<file path="src/rtl/audio_pkg.sv">
// audio_pkg: constants and saturation helper shared by the audio output stage
package audio_pkg;
  localparam int GAIN_MAX = 16;
  localparam int BEEP_MID = 128;
  localparam int PCM_W = 16;
  function automatic logic signed [PCM_W-1:0] sat18to16(input logic signed [17:0] x);
    return (x > 18'sd32767) ? 16'sh7fff : (x < -18'sd32768) ? 16'sh8000 : $signed(x[PCM_W-1:0]);
  endfunction
endpackage

</file>
<file path="src/rtl/sd_mod1.sv">
// sd_mod1: first-order sigma-delta modulator, carry of the phase accumulator is the bit
module sd_mod1 import audio_pkg::*; (
  input  logic             clk,
  input  logic             rst,
  input  logic [PCM_W-1:0] pcm,
  output logic             dac_out
);
  logic [PCM_W:0] acc_d, acc_q;
  always_comb acc_d = {1'b0, acc_q[PCM_W-1:0]} + {1'b0, pcm ^ 16'h8000};
  always_ff @(posedge clk or negedge rst)
    if (!rst) acc_q <= '0;
    else acc_q <= acc_d;
  assign dac_out = acc_q[PCM_W];
endmodule

</file>
<file path="src/rtl/audio_sd_dac.sv">
// audio_sd_dac: mixes beep and audio with volume and soft-mute ramp, drives a 1-bit sigma-delta pin
module audio_sd_dac import audio_pkg::*; #(
  parameter int WIN_LOG2   = 5,
  parameter int BEEP_SHIFT = 6
) (
  input  logic        clk,
  input  logic        rst,
  input  logic [15:0] audio,
  input  logic        audio_valid,
  input  logic [7:0]  beep,
  input  logic        beep_on,
  input  logic [3:0]  volume,
  input  logic        mute,
  output logic        dac_out,
  output logic        clip,
  output logic [15:0] pcm
);
  localparam int AW = WIN_LOG2 + 8;
  logic [WIN_LOG2-1:0] cnt_d, cnt_q;
  logic [AW-1:0] acc_d, acc_q, acc_sum;
  logic [7:0] beep_avg_d, beep_avg_q;
  logic [15:0] audio_held_d, audio_held_q, audio_snap_d, audio_snap_q;
  logic [1:0] tick_d, tick_q;
  logic signed [15:0] mix_d, mix_q, scaled;
  logic signed [17:0] b, sum;
  logic signed [20:0] prod;
  logic [4:0] g_d, g_q;
  logic [15:0] pcm_d, pcm_q;
  logic clip_d, clip_q, tick;
  always_comb begin
    tick = &cnt_q;
    cnt_d = cnt_q + WIN_LOG2'(1);
    acc_sum = acc_q + AW'(beep);
    acc_d = tick ? '0 : acc_sum;
    beep_avg_d = tick ? acc_sum[AW-1 -: 8] : beep_avg_q;
    audio_held_d = audio_valid ? audio : audio_held_q;
    // snapshot at the tick so a coincident strobe lands in the next window
    audio_snap_d = tick ? audio_held_q : audio_snap_q;
    tick_d = {tick_q[0], tick};
    scaled = $signed(audio_snap_q) >>> (4'd15 - volume);
    b = beep_on ? (18'($signed({1'b0, beep_avg_q})) - 18'sd128) <<< BEEP_SHIFT : 18'sd0;
    sum = 18'(scaled) + b;
    mix_d = tick_q[0] ? sat18to16(sum) : mix_q;
    clip_d = tick_q[0] && (18'(sat18to16(sum)) != sum);
    g_d = !tick ? g_q
        : (!mute && g_q < 5'(GAIN_MAX)) ? g_q + 5'd1
        : (mute && g_q != 5'd0) ? g_q - 5'd1 : g_q;
    prod = 21'(mix_q) * 21'($signed({1'b0, g_q}));
    pcm_d = tick_q[1] ? 16'(prod >>> 4) : pcm_q;
  end
  always_ff @(posedge clk or negedge rst)
    if (!rst) begin
      cnt_q <= '0;
      acc_q <= '0;
      beep_avg_q <= 8'(BEEP_MID);
      audio_held_q <= '0;
      audio_snap_q <= '0;
      tick_q <= '0;
      mix_q <= '0;
      clip_q <= 1'b0;
      g_q <= '0;
      pcm_q <= '0;
    end else begin
      cnt_q <= cnt_d;
      acc_q <= acc_d;
      beep_avg_q <= beep_avg_d;
      audio_held_q <= audio_held_d;
      audio_snap_q <= audio_snap_d;
      tick_q <= tick_d;
      mix_q <= mix_d;
      clip_q <= clip_d;
      g_q <= g_d;
      pcm_q <= pcm_d;
    end
  sd_mod1 u_sd (.clk(clk), .rst(rst), .pcm(pcm_q), .dac_out(dac_out));
  assign clip = clip_q;
  assign pcm = pcm_q;
endmodule

</file>
<file path="config.mk">
export PLATFORM = sky130hd
export DESIGN_NAME = audio_sd_dac
export DESIGN_NICKNAME = d
export VERILOG_FILES = /design/src/rtl/audio_pkg.sv /design/src/rtl/sd_mod1.sv /design/src/rtl/audio_sd_dac.sv
export SDC_FILE = /design/constraint.sdc
export NUM_CORES = 1
export LEC_CHECK = 0
export ABC_AREA = 0
export BUFFER_PORTS_ARGS = -buffer_cell sky130_fd_sc_hd__buf_2
export CORE_UTILIZATION = 50
export DETAILED_ROUTE_END_ITERATION = 8
export PLACE_DENSITY = 0.66
export SLEW_MARGIN = 20
export SYNTH_ARGS = -nofsm -noshare
export SYNTH_HDL_FRONTEND = slang
export SYNTH_SLANG_ARGS = --single-unit
</file>
<file path="constraint.sdc">
create_clock -name clk -period 4.09 [get_ports clk]
set_input_delay 0.2045 -clock clk [delete_from_list [all_inputs] [get_ports clk]]
set_output_delay 0.2045 -clock clk [all_outputs]
set_load 0.05 [all_outputs]
</file>
==> results of run 1 <==
-- Yosys cell counts, types with 4 or more instances --
cell type,instances
dfrtp_1,114
inv_1,88
ha_1,72
nand2_1,68
nor2_1,53
a21oi_1,51
mux2_2,51
fa_1,50
and2_1,36
xnor2_1,36
o21ai_0,28
clkbuf_1,24
mux2i_1,22
xor2_1,16
o221ai_1,15
a21o_1,13
a211oi_1,10
nand3_1,9
o21a_1,9
o21bai_1,9
nor2b_1,8
mux4_2,7
nor3_1,7
nand2b_1,6
buf_2,5
and3_1,4
o211ai_1,4
o31ai_1,4
or2_2,4
-- worst paths after layout --
path / startpoint / endpoint / slack (ns) / cells after the start
min in group asynchronous: rst / u_sd.acc_q[4]$_DFF_PN0_ / 0.40 / 2
min: audio[0] / audio_held_q[0]$_DFFE_PN0P_ / 0.02 / 2
max in group asynchronous: rst / beep_avg_q[7]$_DFFE_PN1P_ / 2.75 / 3
max reg2reg: g_q[1]$_DFFE_PN0P_ / pcm[8]$_DFFE_PN0P_ / 0.11 / 16
max: g_q[1]$_DFFE_PN0P_ / pcm[8]$_DFFE_PN0P_ / 0.11 / 16
min reg2reg: cnt_q[0]$_DFF_PN0_ / cnt_q[0]$_DFF_PN0_ / 0.44 / 1
-- registers in the layout (all words and copies together), names as in the netlist --
name and count:
pcm 16, u_sd.acc_q 17, mix_q 16, audio_snap_q 16
cnt_q 5, audio_held_q 16, tick_q 2, beep_avg_q 8
clip 1, acc_q 13, g_q 5
-- report_power, final --
part	total, mW	internal (mW)	leakage [nW]	switching (mW)
clock	1.43	0.869	0.270	0.561
combinational	4.46	1.99	3.30	2.47
sequential	1.82	1.56	1.35	0.267
-- per-stage QoR --
stage	total power [mW]	area, um^2
final	7.718	10240
after global routing	8.443	10240
after CTS	7.655	10130
after detailed placement	6.141	9418
after global placement	6.061	9418
after floorplan	5.173	8798
-- cells by family (layout without fill, tap and decap cells) --
group / count (synthesis) / after routing / share of synthesized area, %
simple gates: 209 / 209 / 11.40
compound gates: 170 / 170 / 12.87
fa+ha+maj: 122 / 122 / 21.64
buf+inv: 122 / 218 / 5.324
flops: 115 / 115 / 32.75
mux: 80 / 80 / 10.83
xor+xnor: 52 / 52 / 5.181
-- what timing repair did --
action | in CTS | in global routing
buffers inserted | 0 | 4
pin swaps | 0 | 12
hold buffers | 13 | 0
resized for setup | 2 | 27
gates cloned | 0 | 0
endpoints found under the setup margin | 1 | 9
hold endpoints to repair | 69 | 0
-- metal layers --
layer	vias up	wire length, um	GRT usage (%)
met2	87	8273	35.03
li1	3164	-	-
met3	16	402	4.054
met5	-	0	0
met4	0	161	6.305
met1	2955	7868	26.10
-- worst max-delay path, cell delays in order (launching register included) --
cell and delay [ns]:
dfrtp_2 0.45, and2_1 0.17, fa_1 0.50, inv_1 0.05
fa_1 0.47, fa_1 0.54, inv_1 0.06, ha_4 0.26
buf_4 0.13, nand4_1 0.12, o21ai_2 0.19, a211oi_2 0.08
buf_4 0.16, o21bai_1 0.20, a21oi_2 0.10, xnor2_1 0.13
mux2_2 0.26
-- final cells by class --
type,count,area share [%]
Multi-Input combinational cell,633,53.99
Sequential cell,115,28.13
Timing Repair Buffer,97,6.339
Clock buffer,21,4.495
Inverter,89,3.261
Tap cell,225,2.748
Clock inverter,11,1.038
==> flow_summary.toml, run 1 <==
[placement]
dp.cells = 1142
gp_congestion = 0.8468
hpwl_um = 12510
port_buffers = 50
post-place-ws_ns = -0.05763

[logic_synthesis]
yosysTopAreaCellShare_pct = 32.46
yosysUniqueCellTypes = 60
syn-instance-count = 870
synth.cell_area_um2 = 8790
synth_area_leaders = "dfrtp_1 (32%), fa_1 (11%), ha_1 (10%)"
yosysWarnings = 0
syn_avg_cell_area_um2 = 10.10
ys_async_sr_fraction_pct = 100.0
ys_ff_latch = 115
synth_edf_count = 0
syn_nets = 1025
ys.flop_type = "dfrtp_1"
yosysSeqAreaShare_pct = 32.75
yosysTopAreaCell = "dfrtp_1"

[cells_and_area]
final_common_cell = "dfrtp_1"
layout.area.seq_um2 = 2882
fillCellCount = 1438
final_util_pct = 59.43
fin_nets = 1108
multiInputGateArea_um2 = 5530
final_cell_mix = "dfrtp_1 (112), inv_1 (88), nand2_1 (68), ha_1 (67), nor2_1 (53)"
diodes = 0
instances_no_fill = 1191
area_growth_pct = 16.54
drive_gt1_share_pct = 21.74

[floorplan]
core_um2 = 17240
placementRows = 48
start_util_pct = 50.99
dieArea_um2 = 18110
boundaryPins = 51
die-height_um = 134.6
fp.dieW_um = 134.6

[run_status]
outcome = "complete, no violations"

[clock_network]
clk_pin_slew_worst_paths_ns = 0.06
ctsLongestPathBuffers = 2
clk-insertion-delay-late_ns = 0.42
h-tree-depth = 4
cts_sinks = 115
cts_tree = "yes"
cts_buffers = 17
cts_root_buf = "clkbuf_16"

[sta]
timing.hold.ws_ns = 0.01828
setup_viol = 0
slew_headroom_pct = 39.79
slew_violations = 0
tns_ns = 0
rsz0062_at_grt = "yes"
fin_ws_ns = 0.1053
final_hold_viol_count = 0
fin_crit_sh_pct = 97.42
final.min_clock_period_ns = 3.985
finClkSkew_ns = 0.01027
worst_pin_slew_ns = 0.9032
fmax_mhz = 251.0

[global_route]
track_usage_pct = 20.44
grt_antenna_before_repair = 0
grt_pass1_wl_um = 29600
grt_max_degree = 60
grt-ovfl-total = 0
grt_pass1_vias = 6467

[detailed_routing]
wl_per_cell_um = 14.03
routed_wl_um = 16710
via_per_inst = 5.224
drtIter0Drc = 280
via_count = 6222
drc = 0
dr.pass1.iters = 5
ant_nets = 0

[flow_run]
maxCapViolations = 0

[worst_setup_path]
cp.arrival_ns = 4.28
startpoint_type = "register"
worst-setup-path-type = "reg2reg"
endpoint_kind = "register"
crit_fanout = 7
cp.required_ns = 4.39

[min_path]
min_path_type = "in2reg"

[power]
ir_worst_vdd_mv = 0.5250
leakagePower_nw = 4.922
p_per_area_nw_per_um2 = 753.5
Power figures use the tool's default switching activity.
==> run 2: changes to the inputs <==
--- a/config.mk
+++ b/config.mk
@@ -7,6 +7,7 @@
 export LEC_CHECK = 0
 export ABC_AREA = 0
 export BUFFER_PORTS_ARGS = -buffer_cell sky130_fd_sc_hd__buf_2
+export CORE_ASPECT_RATIO = 1.4
 export CORE_UTILIZATION = 50
 export DETAILED_ROUTE_END_ITERATION = 8
 export PLACE_DENSITY = 0.66
==> run 2 against run 1 <==
Register-to-register slack got worse by 0.02 ns. Total power increased by 1.7%. Fmax decreased by 0.54%. First-iteration DRC count decreased by 45%. Clock skew increased by 0.0016 ns. Critical path depth unchanged. Highest routed layer unchanged.
==> flow_summary.toml, run 2 (same netlist as run 1, synthesis figures left out) <==
[power]
ir_worst_vdd_mv = 0.3815
total_power_mw = 7.852
clockPowerShare_pct = 18.9
power.internal_mw = 4.465
p_switching_mw = 3.386
combPwrFrac_pct = 58.0
power_frac_seq_pct = 23.1
swShare_pct = 43.13
leakagePower_nw = 4.955
p_per_area_nw_per_um2 = 764.6

[floorplan]
boundaryPins = 51
core_um2 = 17260
fp.dieW_um = 114.1
placementRows = 57
die-height_um = 158.9
start_util_pct = 50.93
dieArea_um2 = 18120

[detailed_routing]
m1WireLength_um = 7215
routed_wl_um = 17320
ant_nets = 0
dr.pass1.iters = 4
wl_met3_um = 410
highest_layer = "met4"
drtIter0Drc = 153
via_per_inst = 5.324
wl_met2_um = 9196
wl_per_cell_um = 14.42
drc = 0
via_count = 6394

[cells_and_area]
final_common_cell = "dfrtp_1"
layout.area.seq_um2 = 2880
drive_gt1_share_pct = 22.38
top_register = "u_sd.acc_q"
final_util_pct = 59.50
largest_register_ffs = 17
fillCellCount = 1542
area_growth_pct = 16.84
fin_nets = 1107
multiInputGateArea_um2 = 5554
diodes = 0
final_cell_mix = "dfrtp_1 (113), inv_1 (88), nand2_1 (67), ha_1 (67), nor2_1 (53)"

[sta]
final.min_clock_period_ns = 4.006
fmax_mhz = 249.6
finClkSkew_ns = 0.01188
timing.hold.ws_ns = 0.009351
final_hold_viol_count = 0
setup_viol = 0
fin_crit_sh_pct = 97.95
slew_headroom_pct = 37.97
worst_pin_slew_ns = 0.9305
slew_violations = 0

[clock_network]
clk-insertion-delay-late_ns = 0.43
cts_tree = "yes"
cts_buffers = 17
clk_pin_slew_worst_paths_ns = 0.06
cts_sinks = 115
h-tree-depth = 4
ctsLongestPathBuffers = 2
cts_root_buf = "clkbuf_16"

[flow_run]
maxCapViolations = 0

[worst_setup_path]
endpoint_kind = "register"
crit_fanout = 5
worst-setup-path-type = "reg2reg"
cp.arrival_ns = 4.34
startpoint_type = "register"
cp.required_ns = 4.43

[placement]
gp_congestion = 0.8470
port_buffers = 50
hpwl_um = 13250

[global_route]
grt-ovfl-total = 0
grt_pass1_vias = 6640
track_usage_pct = 20.37
grt_max_degree = 61
grt_pass1_wl_um = 29480
grt_antenna_before_repair = 0

[run_status]
outcome = "complete, no violations"

[min_path]
min_path_type = "in2reg"
==> run 2: changes by cell type in the layout (fill, tap and decap cells not counted), sizes merged <==
cell,change
clkinv,-3
inv,+8
buf,+5
clkinvlp,-1
clkbuf,-4
dlygate4sd3,-6
==> run 2: final timing paths <==
path                                    start                            to  slack (ns)  cells after the start
max reg2reg                g_q[2]$_DFFE_PN0P_           pcm[12]$_DFFE_PN0P_        0.08                     16
max in group asynchronous                 rst            g_q[2]$_DFFE_PN0P_        2.81                      3
max                        g_q[2]$_DFFE_PN0P_           pcm[12]$_DFFE_PN0P_        0.08                     16
min                                 audio[15]  audio_held_q[15]$_DFFE_PN0P_       0.009                      2
min reg2reg                cnt_q[0]$_DFF_PN0_            cnt_q[0]$_DFF_PN0_        0.45                      1
min in group asynchronous                 rst       u_sd.acc_q[3]$_DFF_PN0_        0.38                      2
==> run 2: critical path, cell delays in order (launching register included) <==
cell and delay (ns):
dfrtp_2 0.45, and2_4 0.16, fa_1 0.52, inv_1 0.05, fa_1 0.47, fa_1 0.51, inv_1 0.06, ha_4 0.28
buf_4 0.13, nand4_1 0.11, o21ai_2 0.21, a211oi_2 0.09, buf_4 0.16, nor3_1 0.19, o31ai_1 0.11, and3_1 0.19
o31ai_1 0.21
==> run 2: timing repair <==
item | CTS | global route
gates cloned | 0 | 1
endpoints found under the hold margin | 63 | 0
buffers inserted | 0 | 4
setup endpoints to repair | 3 | 8
gates resized for setup | 5 | 25
hold buffers | 7 | 0
pin swaps | 0 | 16
==> run 2: final cells by class <==
| type | instances | share of cell area [%] |
|---|---|---|
| tap | 236 | 2.875 |
| clock buffer | 17 | 4.142 |
| inverter | 89 | 3.253 |
| timing repair buffer | 96 | 6.043 |
| multi-input combinational | 633 | 54.08 |
| clock inverter | 15 | 1.559 |
| sequential | 115 | 28.05 |
==> run 2: power by group through the flow <==
stage,clock network [mW],logic [mW],registers (mW)
after floorplan,0,3.10,2.07
after global placement,0,4.29,1.83
after detailed placement,0,4.37,1.83
after CTS,1.52,4.43,1.82
after global routing,1.57,5.11,1.87
final,1.49,4.55,1.81
==> run 2: routing by layer <==
layer	vias up	GRT usage, %
met5	-	0
met4	0	7.851
li1	3159	-
met2	101	37.13
met1	3101	23.14
met3	33	3.740
==> run 2: metrics by stage <==
step | std cells | setup slack, ns | instance area (um^2) | TNS [ns]
after floorplan | 870 | 0.001325 | 8798 | 0
after CTS | 1196 | 0.003172 | 10140 | 0
final | 1201 | 0.08378 | 10270 | 0
after detailed placement | 1157 | -0.04938 | 9462 | -0.05349
after global routing | 1201 | -0.04998 | 10270 | -0.08637
after global placement | 1157 | 0.01366 | 9462 | 0
==> run 3: changes to the inputs <==
--- a/config.mk
+++ b/config.mk
@@ -10,8 +10,10 @@
 export CORE_ASPECT_RATIO = 1.4
 export CORE_UTILIZATION = 50
 export DETAILED_ROUTE_END_ITERATION = 8
-export PLACE_DENSITY = 0.66
+export GPL_TIMING_DRIVEN = 0
+export PLACE_DENSITY = 0.71
 export SLEW_MARGIN = 20
 export SYNTH_ARGS = -nofsm -noshare
 export SYNTH_HDL_FRONTEND = slang
 export SYNTH_SLANG_ARGS = --single-unit
+export TNS_END_PERCENT = 10
==> run 3 against run 2 <==
Final cell count rose by 0.83%. Die area did not move. Flip-flop and latch count did not move.
==> flow_summary.toml, run 3 (same netlist as run 1, synthesis figures left out) <==
[run_status]
outcome = "complete, no violations"

[worst_setup_path]
r2r-end = "pcm[8]$_DFFE_PN0P_"
startpoint_type = "register"
cp.required_ns = 4.40
r2r_cells = 17
r2r_start = "g_q[2]$_DFFE_PN0P_"
crit_fanout = 6
endpoint_kind = "register"
cp.arrival_ns = 4.35
worst-setup-path-type = "reg2reg"
r2r_slack_ns = 0.05

[sta]
finClkSkew_ns = 0.008138
fmax_mhz = 247.3
tns_ns = 0
final_hold_viol_count = 0
worst_pin_slew_ns = 0.6461
rsz0062_at_grt = "yes"
final.min_clock_period_ns = 4.044
setup_viol = 0
fin_ws_ns = 0.04612
slew_headroom_pct = 56.74
timing.hold.ws_ns = 0.01274
fin_crit_sh_pct = 98.87
slew_violations = 0

[flow_run]
maxCapViolations = 0

[power]
p_per_area_nw_per_um2 = 743.5
total_power_mw = 7.734
ir_worst_vdd_mv = 0.3386
leakagePower_nw = 4.948

[detailed_routing]
drtIter0Drc = 256
ant_nets = 0
via_count = 6378
dr.pass1.iters = 4
routed_wl_um = 17720
via_per_inst = 5.267
wl_per_cell_um = 14.63
drc = 0

[cells_and_area]
final_cell_mix = "dfrtp_1 (113), inv_1 (86), nand2_1 (67), ha_1 (64), nor2_1 (53)"
area_growth_pct = 18.35
fin_nets = 1117
drive_gt1_share_pct = 22.05
diodes = 0
instances_no_fill = 1211
largest_register_ffs = 17
final_common_cell = "dfrtp_1"
top_register = "u_sd.acc_q"
fin_area_um2 = 10400
final_util_pct = 60.27

[placement]
gp_congestion = 0.9194
dp.cells = 1155
post-place-ws_ns = -0.7051
dpl-instance-area_um2 = 9368
port_buffers = 48
hpwl_um = 13180

[global_route]
grt_max_degree = 80
grt_pass1_vias = 6681
grt_pass1_wl_um = 31070
grt_antenna_before_repair = 0
grt-ovfl-total = 0
track_usage_pct = 21.63

[floorplan]
placementRows = 57
fp.dieW_um = 114.1
core_um2 = 17260
boundaryPins = 51
die-height_um = 158.9
start_util_pct = 50.93
dieArea_um2 = 18120

[clock_network]
cts_root_buf = "clkbuf_16"
cts_sinks = 115
cts_buffers = 17
clk_pin_slew_worst_paths_ns = 0.06
h-tree-depth = 4
cts_tree = "yes"
clk-insertion-delay-late_ns = 0.43
ctsLongestPathBuffers = 2

[min_path]
worstHoldPathCells = 2
min_path_type = "in2reg"
worstHoldStart = "audio[8]"
min_to = "audio_held_q[8]$_DFFE_PN0P_"
## run 3: cell types whose count changed in the layout (fill, tap and decap cells not counted), sizes merged
cell / change
clkbuf: +21
clkinv: -2
clkinvlp: +1
dlygate4sd3: +5
buf: -15
## run 3: worst max path at each step
stage	startpoint	end	slack, ns	depth (start not counted)
2_1_floorplan	g_q[1]$_DFFE_PN0P_	pcm[15]$_DFFE_PN0P_	0.001	17
3_3_place_gp	g_q[3]$_DFFE_PN0P_	pcm[15]$_DFFE_PN0P_	-0.67	16
3_5_place_dp	g_q[1]$_DFFE_PN0P_	pcm[15]$_DFFE_PN0P_	-0.71	17
4_1_cts	g_q[2]$_DFFE_PN0P_	pcm[12]$_DFFE_PN0P_	-0.004	16
5_1_grt	g_q[0]$_DFFE_PN0P_	pcm[15]$_DFFE_PN0P_	-0.15	16
6_report	g_q[2]$_DFFE_PN0P_	pcm[8]$_DFFE_PN0P_	0.05	17
## run 3: layout make-up
type                       instances  area, um^2
buffer                            29       201.4
fill                            1474        6857
sequential                       115        2880
clock buffer                      18       439.2
tap                              236       295.3
timing repair buffer              77       524.3
multi-input combinational        633        5587
inverter                          89       334.1
clock inverter                    14       141.4
## run 3: layer usage
layer	GRT usage, %	wire length, um	part of all wire [%]	up-vias
met4	9.445	584	3.3	0
met1	24.87	7282	41	3041
li1	-	-	-	3186
met2	39.09	9417	53	113
met3	3.282	436	2.5	38
met5	0	0	0	-
## run 3: repair_timing
item / in CTS / in global routing
setup endpoints to repair: 12 / 9
hold buffers: 12 / 0
gates cloned: 1 / 0
resized for setup: 29 / 29
pin swaps: 9 / 21
setup buffers: 11 / 5
hold endpoints to repair: 47 / 0
## run 3: power breakdown
part           total, mW  internal (mW)  switching (mW)
sequential          1.83           1.56           0.270
clock               1.47          0.870           0.605
combinational       4.43           1.94            2.49
total               7.73           4.37            3.37
## run 3: worst max-delay path, stage by stage (launching register included)
cell and delay (ns):
dfrtp_1 0.37, buf_8 0.15, clkbuf_16 0.15, nand2_1 0.07, fa_1 0.53, inv_1 0.05, fa_1 0.46, fa_1 0.55
ha_2 0.31, a21oi_1 0.18, a21oi_1 0.11, a211oi_2 0.15, buf_4 0.17, buf_6 0.10, o21bai_1 0.07, a21oi_1 0.16
xnor2_1 0.09, mux2_2 0.26
